--- config.mk ---
export PLATFORM = sky130hd
export DESIGN_NAME = rx_to_mem_flat
export DESIGN_NICKNAME = d
export VERILOG_FILES = /design/src/rtl/rx_to_mem_if.sv /design/src/rtl/rx_to_mem.sv /design/src/flat_wrapper.sv
export SDC_FILE = /design/constraint.sdc
export NUM_CORES = 1
export LEC_CHECK = 0
export BUFFER_PORTS_ARGS = -buffer_cell sky130_fd_sc_hd__buf_2
export CAP_MARGIN = 5
export CORE_MARGIN = 2
export CORE_UTILIZATION = 52
export DETAILED_ROUTE_END_ITERATION = 10
export GPL_ROUTABILITY_DRIVEN = 0
export GPL_TIMING_DRIVEN = 0
export PLACE_DENSITY = 0.76
export SETUP_SLACK_MARGIN = 0.1
export SLEW_MARGIN = 20
export SYNTH_ARGS = -nofsm -noshare
export SYNTH_HDL_FRONTEND = slang
export SYNTH_SLANG_ARGS = --single-unit
--- constraint.sdc ---
create_clock -name clk -period 1.7 [get_ports clk]
set_input_delay 0.255 -clock clk [delete_from_list [all_inputs] [get_ports clk]]
set_output_delay 0.255 -clock clk [all_outputs]
set_load 0.05 [all_outputs]
--- src/rtl/rx_to_mem_if.sv ---
// Loader bus: UART line and load request in, memory write port and status out.
interface rx_to_mem_if;
    logic       rx_data;
    logic       load_en;
    logic       write;
    logic [5:0] write_address;
    logic [7:0] write_value;
    logic       busy;
    logic       done;
    logic       frame_err;

    // The loader drives the memory write port and status flags.
    modport master (
        input  rx_data,
        input  load_en,
        output write,
        output write_address,
        output write_value,
        output busy,
        output done,
        output frame_err
    );

    // The serial source / session controller drives the line and load request.
    modport slave (
        output rx_data,
        output load_en,
        input  write,
        input  write_address,
        input  write_value,
        input  busy,
        input  done,
        input  frame_err
    );
endinterface

--- src/rtl/rx_to_mem.sv ---
// Serial operand loader: 8N1 UART receiver feeding consecutive writes into a
// matrix memory. One session loads ROWS*COLS bytes, row-major from address 0.
module rx_to_mem #(
    parameter int CLKS_PER_BIT = 434,
    parameter int ROWS         = 2,
    parameter int COLS         = 2
) (
    input  logic         clk,
    input  logic         rst,
    rx_to_mem_if.master  bus
);
    localparam int             TW       = $clog2(CLKS_PER_BIT);
    localparam logic [TW-1:0]  HALF_M1  = TW'(CLKS_PER_BIT / 2 - 1);
    localparam logic [TW-1:0]  FULL_M1  = TW'(CLKS_PER_BIT - 1);
    localparam logic [6:0]     LAST_IDX = 7'(ROWS * COLS - 1);

    typedef enum logic [1:0] {R_IDLE, R_START, R_DATA, R_STOP} rx_state_t;
    typedef enum logic [1:0] {L_IDLE, L_LOAD, L_DONE}          ld_state_t;

    logic            r_sync1, r_sync2;
    rx_state_t       r_rx_state;
    logic [TW-1:0]   r_timer;
    logic [2:0]      r_bit_idx;
    logic [7:0]      r_shift;

    ld_state_t       r_ld_state;
    logic [6:0]      r_count;
    logic            r_write;
    logic [5:0]      r_addr;
    logic [7:0]      r_value;
    logic            r_busy;
    logic            r_done;
    logic            r_ferr;

    logic            w_rx_s;
    logic            w_stop_sample;
    logic            w_byte_valid;
    logic            w_frame_bad;

    // Two-flop synchronizer; idles high so reset does not look like a start bit.
    always_ff @(posedge clk) begin
        if (rst) begin
            r_sync1 <= 1'b1;
            r_sync2 <= 1'b1;
        end else begin
            r_sync1 <= bus.rx_data;
            r_sync2 <= r_sync1;
        end
    end

    assign w_rx_s = r_sync2;

    // UART receiver: find start edge, confirm at mid start bit, then sample
    // each data bit and the stop bit at their centres.
    always_ff @(posedge clk) begin
        if (rst) begin
            r_rx_state <= R_IDLE;
            r_timer    <= '0;
            r_bit_idx  <= '0;
            r_shift    <= '0;
        end else begin
            case (r_rx_state)
                R_IDLE: begin
                    r_timer   <= '0;
                    r_bit_idx <= '0;
                    if (!w_rx_s) r_rx_state <= R_START;
                end
                R_START: begin
                    if (r_timer == HALF_M1) begin
                        r_timer    <= '0;
                        r_rx_state <= w_rx_s ? R_IDLE : R_DATA;
                    end else begin
                        r_timer <= r_timer + 1'b1;
                    end
                end
                R_DATA: begin
                    if (r_timer == FULL_M1) begin
                        r_timer   <= '0;
                        r_shift   <= {w_rx_s, r_shift[7:1]};
                        r_bit_idx <= r_bit_idx + 1'b1;
                        if (r_bit_idx == 3'd7) r_rx_state <= R_STOP;
                    end else begin
                        r_timer <= r_timer + 1'b1;
                    end
                end
                R_STOP: begin
                    // Re-arm right after the mid-stop sample so a start edge in
                    // the back half of the stop bit is still caught.
                    if (r_timer == FULL_M1) begin
                        r_timer    <= '0;
                        r_rx_state <= R_IDLE;
                    end else begin
                        r_timer <= r_timer + 1'b1;
                    end
                end
                default: r_rx_state <= R_IDLE;
            endcase
        end
    end

    assign w_stop_sample = (r_rx_state == R_STOP) && (r_timer == FULL_M1);
    assign w_byte_valid  = w_stop_sample &&  w_rx_s;
    assign w_frame_bad   = w_stop_sample && !w_rx_s;

    // Loader session FSM with registered write port and status outputs.
    always_ff @(posedge clk) begin
        if (rst) begin
            r_ld_state <= L_IDLE;
            r_count    <= '0;
            r_write    <= 1'b0;
            r_addr     <= '0;
            r_value    <= '0;
            r_busy     <= 1'b0;
            r_done     <= 1'b0;
            r_ferr     <= 1'b0;
        end else begin
            r_write <= 1'b0;
            r_done  <= 1'b0;
            if (w_frame_bad && r_busy) r_ferr <= 1'b1;
            case (r_ld_state)
                L_IDLE: begin
                    r_busy <= 1'b0;
                    if (bus.load_en) begin
                        r_ld_state <= L_LOAD;
                        r_busy     <= 1'b1;
                        r_count    <= '0;
                        r_ferr     <= 1'b0;   // new session: clearing beats any set
                    end
                end
                L_LOAD: begin
                    if (w_byte_valid) begin
                        r_write <= 1'b1;
                        r_addr  <= r_count[5:0];
                        r_value <= r_shift;
                        r_count <= r_count + 7'd1;
                        if (r_count == LAST_IDX) r_ld_state <= L_DONE;
                    end
                end
                L_DONE: begin
                    r_done     <= 1'b1;
                    r_busy     <= 1'b0;
                    r_ld_state <= L_IDLE;
                end
                default: r_ld_state <= L_IDLE;
            endcase
        end
    end

    assign bus.write         = r_write;
    assign bus.write_address = r_addr;
    assign bus.write_value   = r_value;
    assign bus.busy          = r_busy;
    assign bus.done          = r_done;
    assign bus.frame_err     = r_ferr;

endmodule
--- src/flat_wrapper.sv ---
// flat-port wrapper written by rule: the top's interface ports become plain ports
module rx_to_mem_flat 
#(
    parameter int CLKS_PER_BIT = 434,
    parameter int ROWS         = 2,
    parameter int COLS         = 2
)
  (clk, rst, bus_rx_data, bus_load_en, bus_write, bus_write_address, bus_write_value, bus_busy, bus_done, bus_frame_err);
  rx_to_mem_if bus_i ();
  input  logic clk;
  input  logic rst;
  input wire logic [$bits(bus_i.rx_data)-1:0] bus_rx_data;
  input wire logic [$bits(bus_i.load_en)-1:0] bus_load_en;
  output wire logic [$bits(bus_i.write)-1:0] bus_write;
  output wire logic [$bits(bus_i.write_address)-1:0] bus_write_address;
  output wire logic [$bits(bus_i.write_value)-1:0] bus_write_value;
  output wire logic [$bits(bus_i.busy)-1:0] bus_busy;
  output wire logic [$bits(bus_i.done)-1:0] bus_done;
  output wire logic [$bits(bus_i.frame_err)-1:0] bus_frame_err;
  assign bus_i.rx_data = bus_rx_data;
  assign bus_i.load_en = bus_load_en;
  assign bus_write = bus_i.write;
  assign bus_write_address = bus_i.write_address;
  assign bus_write_value = bus_i.write_value;
  assign bus_busy = bus_i.busy;
  assign bus_done = bus_i.done;
  assign bus_frame_err = bus_i.frame_err;
  rx_to_mem #(.CLKS_PER_BIT(CLKS_PER_BIT), .ROWS(ROWS), .COLS(COLS)) u_core (.clk(clk), .rst(rst), .bus(bus_i));
endmodule
==> metrics, run 1 <==
final hold vios 0; Reg-to-Reg Start u_core.r_timer[1]$_SDFF_PP0_; synthesized cell area ~0.0022 mm^2; worst setup path startpoint u_core.r_timer[1]$_SDFF_PP0_; Power Density 729.5 mW/mm^2; Slew Limit Fails 0; CTS root buf clkbuf_8; total power 2014 uW; sequential area share after synthesis between 40% and 50%; RSZ-0062 raised after global routing yes; slowest CP cell or4_4; commonest non-fill, non-tap cell in the layout dfxtp_1; first-pass GRT wire length 7562 um; worst skew pair latency roughly 320 ps; hold path start bus_rx_data; r2r worst-path depth 8; FF+latch count, synth 51; DRT iter0 DRCs 141; vias after detailed routing about 1900; commonest cells after routing, fill and taps aside 45 x dfxtp_1, 35 x nand2_1, 24 x nor2_1; Top Ports 22; Max Freq between 0.5 and 0.6 GHz; Tcrit/Tclk final 102.0%; worst path required time roughly 1900 ps; port bufs 20; number of CTS-inserted buffers 5; nets between 200 and 300; sequential share of power approximately three fifths; sw frac 24.64%; Worst path max stage delay 520 ps; largest net degree at the start of global routing 18; H-Tree Depth 2; max cap viols 0; HPWL Detailed just over 3000 um; R2R Setup Slk -30 ps; Clock Power Share roughly 36%; leak pwr roughly 0.0011 uW; Syn Nets between 200 and 300; CTS tree yes; Tmin final approximately 1700 ps; DP Cell Count ~310; CP Capture Type flip-flop; GRT Residual Overflow 0; Starting Density between 50% and 60%; peak supply drop between 0.8 and 0.9 mV; CP cell instances inv_2 > ha_4 > nand4bb_4 > or4_4 > buf_6 > buf_4 > nand2_1 > a21oi_1; core area 0.004058 mm^2; CP top delay family simple AND/OR/NAND/NOR gates; vias in the first global route roughly 1700; Routed Antenna Nets 0; Slew @ Worst Pin 581.1 ps; Synth Instances between 200 and 250; Finished Layout Cells 335; Crit. path cell count 8; setup tns final -246.0 ps; status complete, but fails checks; CTS Hold Bufs 0; die width between 60 and 70 um; critical path peak fanout 6; Die Ht 69.26 um; Cell variety after synth 44; clock tree sinks ~50; Synth warnings 0; slew margin rel. about three fifths; Pint 1518 uW; Ant. Diodes 0; crit start category flip-flop; final setup vio count 12; initial antenna violation count 0; Setup Skew around 10 ps; die area roughly 0.0048 mm^2; clk buf depth 2; final wirelength between 4000 and 5000 um; final worst setup slack -34.68 ps; end point of the critical path u_core.bus.write_value[1]$_SDFFE_PP0P_; failing checks setup timing; WL/cell ~14 um; Pre-Repair DR Iteration Count 4; fillcell total 315; num rows 23; Comb pwr share 4.1%; Clock transition at path regs roughly 100 ps; drt drc 0; GRT Resource Usage Total a little under 20%; HP Class primary input to flip-flop; vias per inst around 5.5; Buffers & Inverters on Critical Path 3; dpl ws -155.2 ps; Psw about 500 uW; Mapped Avg Cell Area slightly above 9 um^2; RR Endpoint u_core.bus.write_value[1]$_SDFFE_PP0P_; Synth-to-Final Area Change 24.69%; WS Path Type flip-flop to flip-flop; share of layout cells above drive strength 1 30.18%; CP Data Arrival Time roughly 1900 ps
[flip-flops by register name, indices dropped and copies added, names as in the netlist, 2 cells and up, named ones only]
name and count:
u_core.r_timer 9, u_core.bus.write_address 6, u_core.r_ld_state 2, u_core.r_shift 8
u_core.r_bit_idx 3, u_core.bus.write_value 8, u_core.r_count 7
[worst register-to-register path, stage by stage, from the launching register on]
cell       delay [ps]
dfxtp_2           330
inv_2              70
ha_4              150
nand4bb_4         120
or4_4             520
buf_6             150
buf_4             150
nand2_1            60
a21oi_1            60
[per-stage QoR]
stage | cell area, um^2 | hold slack (ps) | utilization [%]
final | 2761 | 124.2 | 68.05
after global routing | 2761 | 116.0 | 68.05
after CTS | 2610 | 119.0 | 64.32
after detailed placement | 2395 | 400.6 | 59.02
after global placement | 2395 | 392.0 | 59.02
after floorplan | 2232 | 358.8 | -
[cells in the mapped netlist (all sizes together)]
cell type,count,area (um^2)
nand4,4,25.02
a311oi,1,8.760
nand2b,2,12.51
nor4,7,73.82
nor3b,1,7.510
dfxtp,51,1021
and2,2,12.51
xnor2,2,17.52
nand2,40,150.1
nor3,4,20.02
a21oi,22,110.1
nand4bb,1,27.53
and4,2,20.02
and4b,3,31.28
a211o,4,35.03
and3,5,31.28
a32o,1,10.01
mux2,1,11.26
nor4b,1,8.760
buf,5,40.03
o22ai,4,25.02
nand4b,1,23.77
or2,4,25.02
o21ai,1,5.000
nor2b,3,18.77
clkbuf,5,18.77
mux2i,9,90.09
inv,5,18.77
nand3,7,35.03
ha,6,75.07
a211oi,1,7.510
o211ai,1,7.510
o31ai,2,20.02
xor2,5,43.79
a41oi,1,8.760
and4bb,1,12.51
nor2,25,93.84
or4,1,11.26
[area by class of cell]
| type | instances | area (um^2) | area share [%] |
|---|---|---|---|
| Inverter | 5 | 18.77 | 0.6797 |
| Sequential cell | 51 | 1033 | 37.43 |
| Clock inverter | 3 | 25.02 | 0.9062 |
| Clock buffer | 5 | 68.82 | 2.492 |
| Multi-Input combinational cell | 175 | 1219 | 44.13 |
| Timing Repair Buffer | 36 | 265.3 | 9.606 |
| Tap cell | 50 | 62.56 | 2.266 |
| Buffer | 10 | 68.82 | 2.492 |
[worst min path at each step]
| stage | to | slack, ps | depth (start not counted) |
|---|---|---|---|
| final | u_core.r_sync1$_SDFF_PP1_ | 120 | 2 |
| after CTS | u_core.r_sync1$_SDFF_PP1_ | 120 | 2 |
| after floorplan | u_core.r_sync1$_SDFF_PP1_ | 360 | 1 |
| after detailed placement | u_core.r_sync2$_SDFF_PP1_ | 400 | 1 |
| after global placement | u_core.r_sync2$_SDFF_PP1_ | 390 | 1 |
| after global routing | u_core.r_sync1$_SDFF_PP1_ | 120 | 2 |
[metal layers]
metal	routed length [um]	part of all wire, %	track usage (%)
met5	0	0	0
met1	2058	45	24.77
met2	2233	48	30.77
met4	60	1.3	6.754
met3	256	5.6	6.541
[timing repair]
action | CTS | global route
pin swaps | 5 | 14
endpoints found under the setup margin | 38 | 42
buffers inserted | 12 | 3
cloned | 0 | 1
gates resized for setup | 7 | 28
[power groups by stage]
| stage | combinational, uW | clock (uW) | sequential, uW |
|---|---|---|---|
| after floorplan | 46.4 | 0 | 1240 |
| after global placement | 70.6 | 0 | 1240 |
| after detailed placement | 72.0 | 0 | 1240 |
| after CTS | 77.3 | 737 | 1210 |
| after global routing | 91.6 | 780 | 1210 |
| final | 82.6 | 724 | 1210 |
[logic make-up (layout without fill, tap and decap cells)]
group	count (synthesis)	in the layout	share of synthesized area (%)
AO/OA/AOI/OAI	38	38	10.73
flip-flops	51	51	46.10
adder cells (fa/ha/maj)	6	6	3.390
XOR/XNOR	7	7	2.768
multiplexers	10	10	4.576
AND/OR/NAND/NOR	114	114	28.93
buffers and inverters	15	59	3.503
No activity file was read; power rests on OpenSTA's default activity.
==> run 2: changes to the inputs <==
--- a/config.mk
+++ b/config.mk
@@ -6,13 +6,13 @@
 export NUM_CORES = 1
 export LEC_CHECK = 0
 export BUFFER_PORTS_ARGS = -buffer_cell sky130_fd_sc_hd__buf_2
-export CAP_MARGIN = 5
+export CAP_MARGIN = 30
 export CORE_MARGIN = 2
-export CORE_UTILIZATION = 52
+export CORE_UTILIZATION = 57
 export DETAILED_ROUTE_END_ITERATION = 10
 export GPL_ROUTABILITY_DRIVEN = 0
 export GPL_TIMING_DRIVEN = 0
-export PLACE_DENSITY = 0.76
+export PLACE_DENSITY = 0.79
 export SETUP_SLACK_MARGIN = 0.1
 export SLEW_MARGIN = 20
 export SYNTH_ARGS = -nofsm -noshare
==> constraint.sdc (replaced) <==
create_clock -name clk -period 1.9 [get_ports clk]
set_input_delay 0.285 -clock clk [delete_from_list [all_inputs] [get_ports clk]]
set_output_delay 0.285 -clock clk [all_outputs]
set_load 0.05 [all_outputs]
==> run 2 against run 1 <==
  * Worst hold slack better by 27 ps
  * Core utilization up 1.2 points
  * Cell count down 3.6%
  * Count of clock-buffer cells in the layout up 1
  * Non-clock buffer count down 10
  * Fmax down 1.9%
  * Die area down 8.3%
  * Critical path type unchanged
  * Total power down 10%
  * Critical endpoint is now u_core.r_count[0]$_SDFFE_PP0P_
  * Combinational power down 20%
  * The flow now finishes without violations
==> metrics, run 2 (synthesis results as in run 1) <==
status complete, no violations; Slew Limit Fails 0; core area 0.003689 mm^2; vias after detailed routing approximately 1800; commonest cells after routing, fill and taps aside 48 x dfxtp_1, 40 x nand2_1, 25 x nor2_1; vias in the first global route between 1500 and 2000; final setup vio count 0; end point of the critical path u_core.r_count[0]$_SDFFE_PP0P_; H-Tree Depth 2; critical path peak fanout 10; worst setup path startpoint u_core.r_timer[1]$_SDFF_PP0_; DP Cell Count about 310; sw frac between 20% and 30%; Slew @ Worst Pin approximately 490 ps; commonest non-fill, non-tap cell in the layout dfxtp_1; Routed Antenna Nets 0; Tmin final 1769 ps; initial antenna violation count 0; Ant. Diodes 0; GRT Resource Usage Total around 22%; setup tns final 0 ps; Reg-to-Reg Start u_core.r_timer[1]$_SDFF_PP0_; Max Freq between 0.5 and 0.6 GHz; DRT iter0 DRCs between 100 and 150; Synth-to-Final Area Change 15.31%; Setup Skew 11.11 ps; Finished Layout Cells 323; worst skew pair latency roughly 310 ps; hold path start bus_rx_data; CP Data Arrival Time between 1500 and 2000 ps; Starting Density around three fifths; vias per inst 5.613; worst hold slack about 150 ps; clock tree sinks 51; num rows 22; number of CTS-inserted buffers 5; Tcrit/Tclk final between 90% and 100%; final hold vios 0; die width between 60 and 70 um; final wirelength between 4000 and 5000 um; CP Capture Type flip-flop; Pint around 1400 uW; Clock transition at path regs ~90 ps; clk buf depth 2; RSZ-0062 raised after global routing yes; share of layout cells above drive strength 1 approximately a fifth; Psw 417.1 uW; first-pass GRT wire length between 7000 and 8000 um; max reg flops 9; WL/cell between 10 and 15 um; die area 0.004400 mm^2; slew margin rel. approximately 68%; R2R Setup Slk 130 ps; crit start category flip-flop; Top reg by flops u_core.r_timer; WS Path Type flip-flop to flip-flop; Die Ht roughly 66 um; sequential share of power 59.9%; port bufs 20; Top Ports 22; Pre-Repair DR Iteration Count 4; HPWL Detailed 3014 um; Clock Power Share between 30 and 40%; drt drc 0; max cap viols 0; CTS tree yes; r2r worst-path depth 8; Comb pwr share under 10%; RR Endpoint u_core.r_count[0]$_SDFFE_PP0P_; nets roughly 280; CTS root buf clkbuf_8; worst path required time 2100 ps; leak pwr roughly 0.0010 uW; largest net degree at the start of global routing 17; HP Class primary input to flip-flop; CTS Hold Bufs 0; Power Density 707.9 mW/mm^2; total power between 1500 and 2000 uW; GRT Residual Overflow 0; peak supply drop 0.5675 mV
run 2: cell count changes in the layout (fill, tap and decap cells not counted), moves of 2 or more:
cell / change
a21oi_1: +6
a21oi_2: -6
buf_4: -5
nand2_1: +5
nand2_4: -5
buf_6: -4
dfxtp_1: +3
dfxtp_2: -2
run 2: layout make-up:
cell class	instances	area (um^2)
multi-input cells	175	1132
repair buffers	26	157.7
well taps	48	60.06
flip-flops and latches	51	1027
plain buffers	10	58.81
clock buffers	6	82.58
clock inverters	2	16.27
inverters	5	18.77
fillers	302	1135
run 2: worst min path at each step:
stage / endpoint / cells after the start / slack [ps]
floorplan: u_core.r_sync1$_SDFF_PP1_ / 1 / 390
global placement: u_core.r_sync2$_SDFF_PP1_ / 1 / 390
detailed placement: u_core.r_sync2$_SDFF_PP1_ / 1 / 400
CTS: u_core.r_sync1$_SDFF_PP1_ / 2 / 150
global route: u_core.r_sync1$_SDFF_PP1_ / 2 / 140
finish: u_core.r_sync1$_SDFF_PP1_ / 2 / 150
run 2: critical path, cell delays in order, from the launching register on:
cell and delay (ps):
dfxtp_2 330, inv_2 70, ha_4 140, nand4bb_4 140, or4_4 530, buf_6 150, buf_8 130, nand4_1 100
o31ai_2 70
run 2: stage by stage:
step | area (um^2) | utilization [%] | setup slack [ps]
finish | 2554 | 69.23 | 131.4
global route | 2554 | 69.23 | 75.81
CTS | 2525 | 68.45 | 100.5
detailed placement | 2380 | 64.52 | 9.783
global placement | 2380 | 64.52 | -9.459
floorplan | 2220 | - | 101.1
run 2: what timing repair did:
item / CTS / global route
pin swaps: 1 / 2
endpoints found under the setup margin: 25 / 24
buffers inserted: 4 / 2
gates resized for setup: 3 / 1
run 2: metal layers:
layer	up-vias	routed length (um)	GRT usage (%)
met5	-	0	0
met4	0	102	9.439
met3	9	179	5.622
met2	37	2090	36.25
met1	850	1999	27.19
li1	917	-	-
run 2: power groups by stage:
| stage | sequential [uW] | combinational, uW | clock (uW) |
|---|---|---|---|
| final | 1080 | 66.3 | 659 |
| after global routing | 1080 | 74.0 | 718 |
| after CTS | 1080 | 64.9 | 670 |
| after detailed placement | 1110 | 62.3 | 0 |
| after global placement | 1110 | 61.6 | 0 |
| after floorplan | 1110 | 41.2 | 0 |
==> run 3: changes to the inputs <==
--- a/config.mk
+++ b/config.mk
@@ -8,11 +8,13 @@
 export BUFFER_PORTS_ARGS = -buffer_cell sky130_fd_sc_hd__buf_2
 export CAP_MARGIN = 30
 export CORE_MARGIN = 2
-export CORE_UTILIZATION = 57
+export CORE_UTILIZATION = 60
+export CTS_BUF_LIST = sky130_fd_sc_hd__clkbuf_4
+export CTS_CLUSTER_DIAMETER = 120
 export DETAILED_ROUTE_END_ITERATION = 10
 export GPL_ROUTABILITY_DRIVEN = 0
 export GPL_TIMING_DRIVEN = 0
-export PLACE_DENSITY = 0.79
+export PLACE_DENSITY = 0.83
 export SETUP_SLACK_MARGIN = 0.1
 export SLEW_MARGIN = 20
 export SYNTH_ARGS = -nofsm -noshare
==> run 3 against run 2 <==
  * Worst hold slack worse by 62 ps
  * Clock skew up 10 ps
  * Count of clock-buffer cells in the layout decreased by 1
==> metrics, run 3 (synthesis results as in run 1) <==
status complete, no violations; max reg flops 9; first-pass GRT wire length between 7000 and 8000 um; H-Tree Depth 2; Routed Antenna Nets 0; Worst path max stage delay ~570 ps; clock tree sinks about 50; critical path peak fanout 10; Die Ht 64.76 um; leak pwr 0.001035 uW; final hold vios 0; HPWL Detailed 3029 um; final wirelength approximately 4500 um; commonest non-fill, non-tap cell in the layout dfxtp_1; total power ~1700 uW; CP cell instances nand4b_4 > or4_4 > buf_6 > buf_8 > nand4_1 > o31ai_2; peak supply drop about 0.37 mV; Top reg by flops u_core.r_timer; number of CTS-inserted buffers 5; max cap viols 0; commonest cells after routing, fill and taps aside 46 x dfxtp_1, 38 x nand2_1, 25 x nor2_1; worst path required time 2190 ps; Tcrit/Tclk final between 90% and 100%; Top Ports 22; Setup Skew 21.52 ps; drt drc 0; RSZ-0062 raised after global routing yes; largest net degree at the start of global routing 19; WS Path Type flip-flop to flip-flop; met1 WL between 2000 and 2500 um; Max Freq between 0.5 and 0.6 GHz; Reg-to-Reg Start u_core.r_timer[2]$_SDFF_PP0_; slew margin rel. approximately two thirds; setup tns final 0 ps; Ant. Diodes 0; R2R Setup Slk between 100 and 150 ps; Power Density roughly 650 mW/mm^2; die area between 0.004 and 0.005 mm^2; Finished Layout Cells about 330; initial antenna violation count 0; r2r worst-path depth 6; DRT iter0 DRCs 124; HP Class primary input to flip-flop; Starting Density between 60% and 70%; die width 64.76 um; CTS root buf clkbuf_4; DR top layer met4; final setup vio count 0; RR Endpoint u_core.r_count[0]$_SDFFE_PP0P_; metal2 WL around 2200 um; DP Cell Count between 300 and 400; Synth-to-Final Area Change 16.04%; CTS tree yes; GRT Resource Usage Total between 20% and 30%; core area roughly 0.0036 mm^2; CP Data Arrival Time 2080 ps; vias after detailed routing between 1500 and 2000; crit start category flip-flop; clk buf depth 2; slowest CP cell or4_4; num rows 22; fin util 71.27%; Clock transition at path regs roughly 170 ps; nets ~290; vias per inst around 5.6; Slew Limit Fails 0; CP Capture Type flip-flop; GRT Residual Overflow 0; worst setup path startpoint u_core.r_timer[2]$_SDFF_PP0_; worst skew pair latency 380 ps; end point of the critical path u_core.r_count[0]$_SDFFE_PP0P_; Tmin final 1788 ps; Slew @ Worst Pin about 500 ps; vias in the first global route between 1500 and 2000; Pre-Repair DR Iteration Count 4; CTS Hold Bufs 0; met3 wire len about 160 um; worst hold slack ~89 ps; WL/cell roughly 14 um; port bufs 20; share of layout cells above drive strength 1 24.29%
-- run 3: layer usage --
| layer | GRT usage, % | up-vias |
|---|---|---|
| li1 | - | 927 |
| met2 | 36.86 | 33 |
| met1 | 29.26 | 873 |
| met3 | 3.819 | 8 |
| met4 | 8.511 | 0 |
| met5 | 0 | - |
-- run 3: area by class of cell --
type | count | area, um^2
clock buffers | 5 | 37.54
plain buffers | 10 | 58.81
well taps | 48 | 60.06
fillers | 284 | 1036
multi-input cells | 175 | 1144
repair buffers | 31 | 195.2
clock inverters | 3 | 26.28
inverters | 5 | 18.77
flip-flops and latches | 51 | 1030
-- run 3: worst max-delay path: cells and delay by family, from the launching register on --
kind,cells,cell delay [ps]
buffers and inverters,2,280
flip-flops,1,410
AND/OR/NAND/NOR,3,940
AO/OA/AOI/OAI,1,70
-- run 3: repair_timing --
action,in CTS,in global routing
resized for setup,2,7
setup endpoints to repair,17,34
cloned,0,0
buffers inserted,4,7
pin swaps,2,2
-- run 3: worst min path at each step --
stage,from,to,slack [ps],depth (start not counted)
after floorplan,bus_rx_data,u_core.r_sync1$_SDFF_PP1_,390,1
after global placement,u_core.r_sync1$_SDFF_PP1_,u_core.r_sync2$_SDFF_PP1_,390,1
after detailed placement,u_core.r_sync1$_SDFF_PP1_,u_core.r_sync2$_SDFF_PP1_,400,1
after CTS,bus_rx_data,u_core.r_sync1$_SDFF_PP1_,80,2
after global routing,bus_rx_data,u_core.r_sync1$_SDFF_PP1_,80,2
final,bus_rx_data,u_core.r_sync1$_SDFF_PP1_,90,2
-- run 3: stage by stage --
step,cell area [um^2],setup WS [ps]
4_1_cts,2486,92.44
3_5_place_dp,2380,-22.44
5_1_grt,2570,46.00
2_1_floorplan,2220,101.1
3_3_place_gp,2380,22.17
6_report,2570,112.1
-- run 3: where the power goes --
group	internal [uW]	switching, uW
Combinational	19.2	47.5
Clock	157	365
Sequential	1080	7.61
Total	1250	421
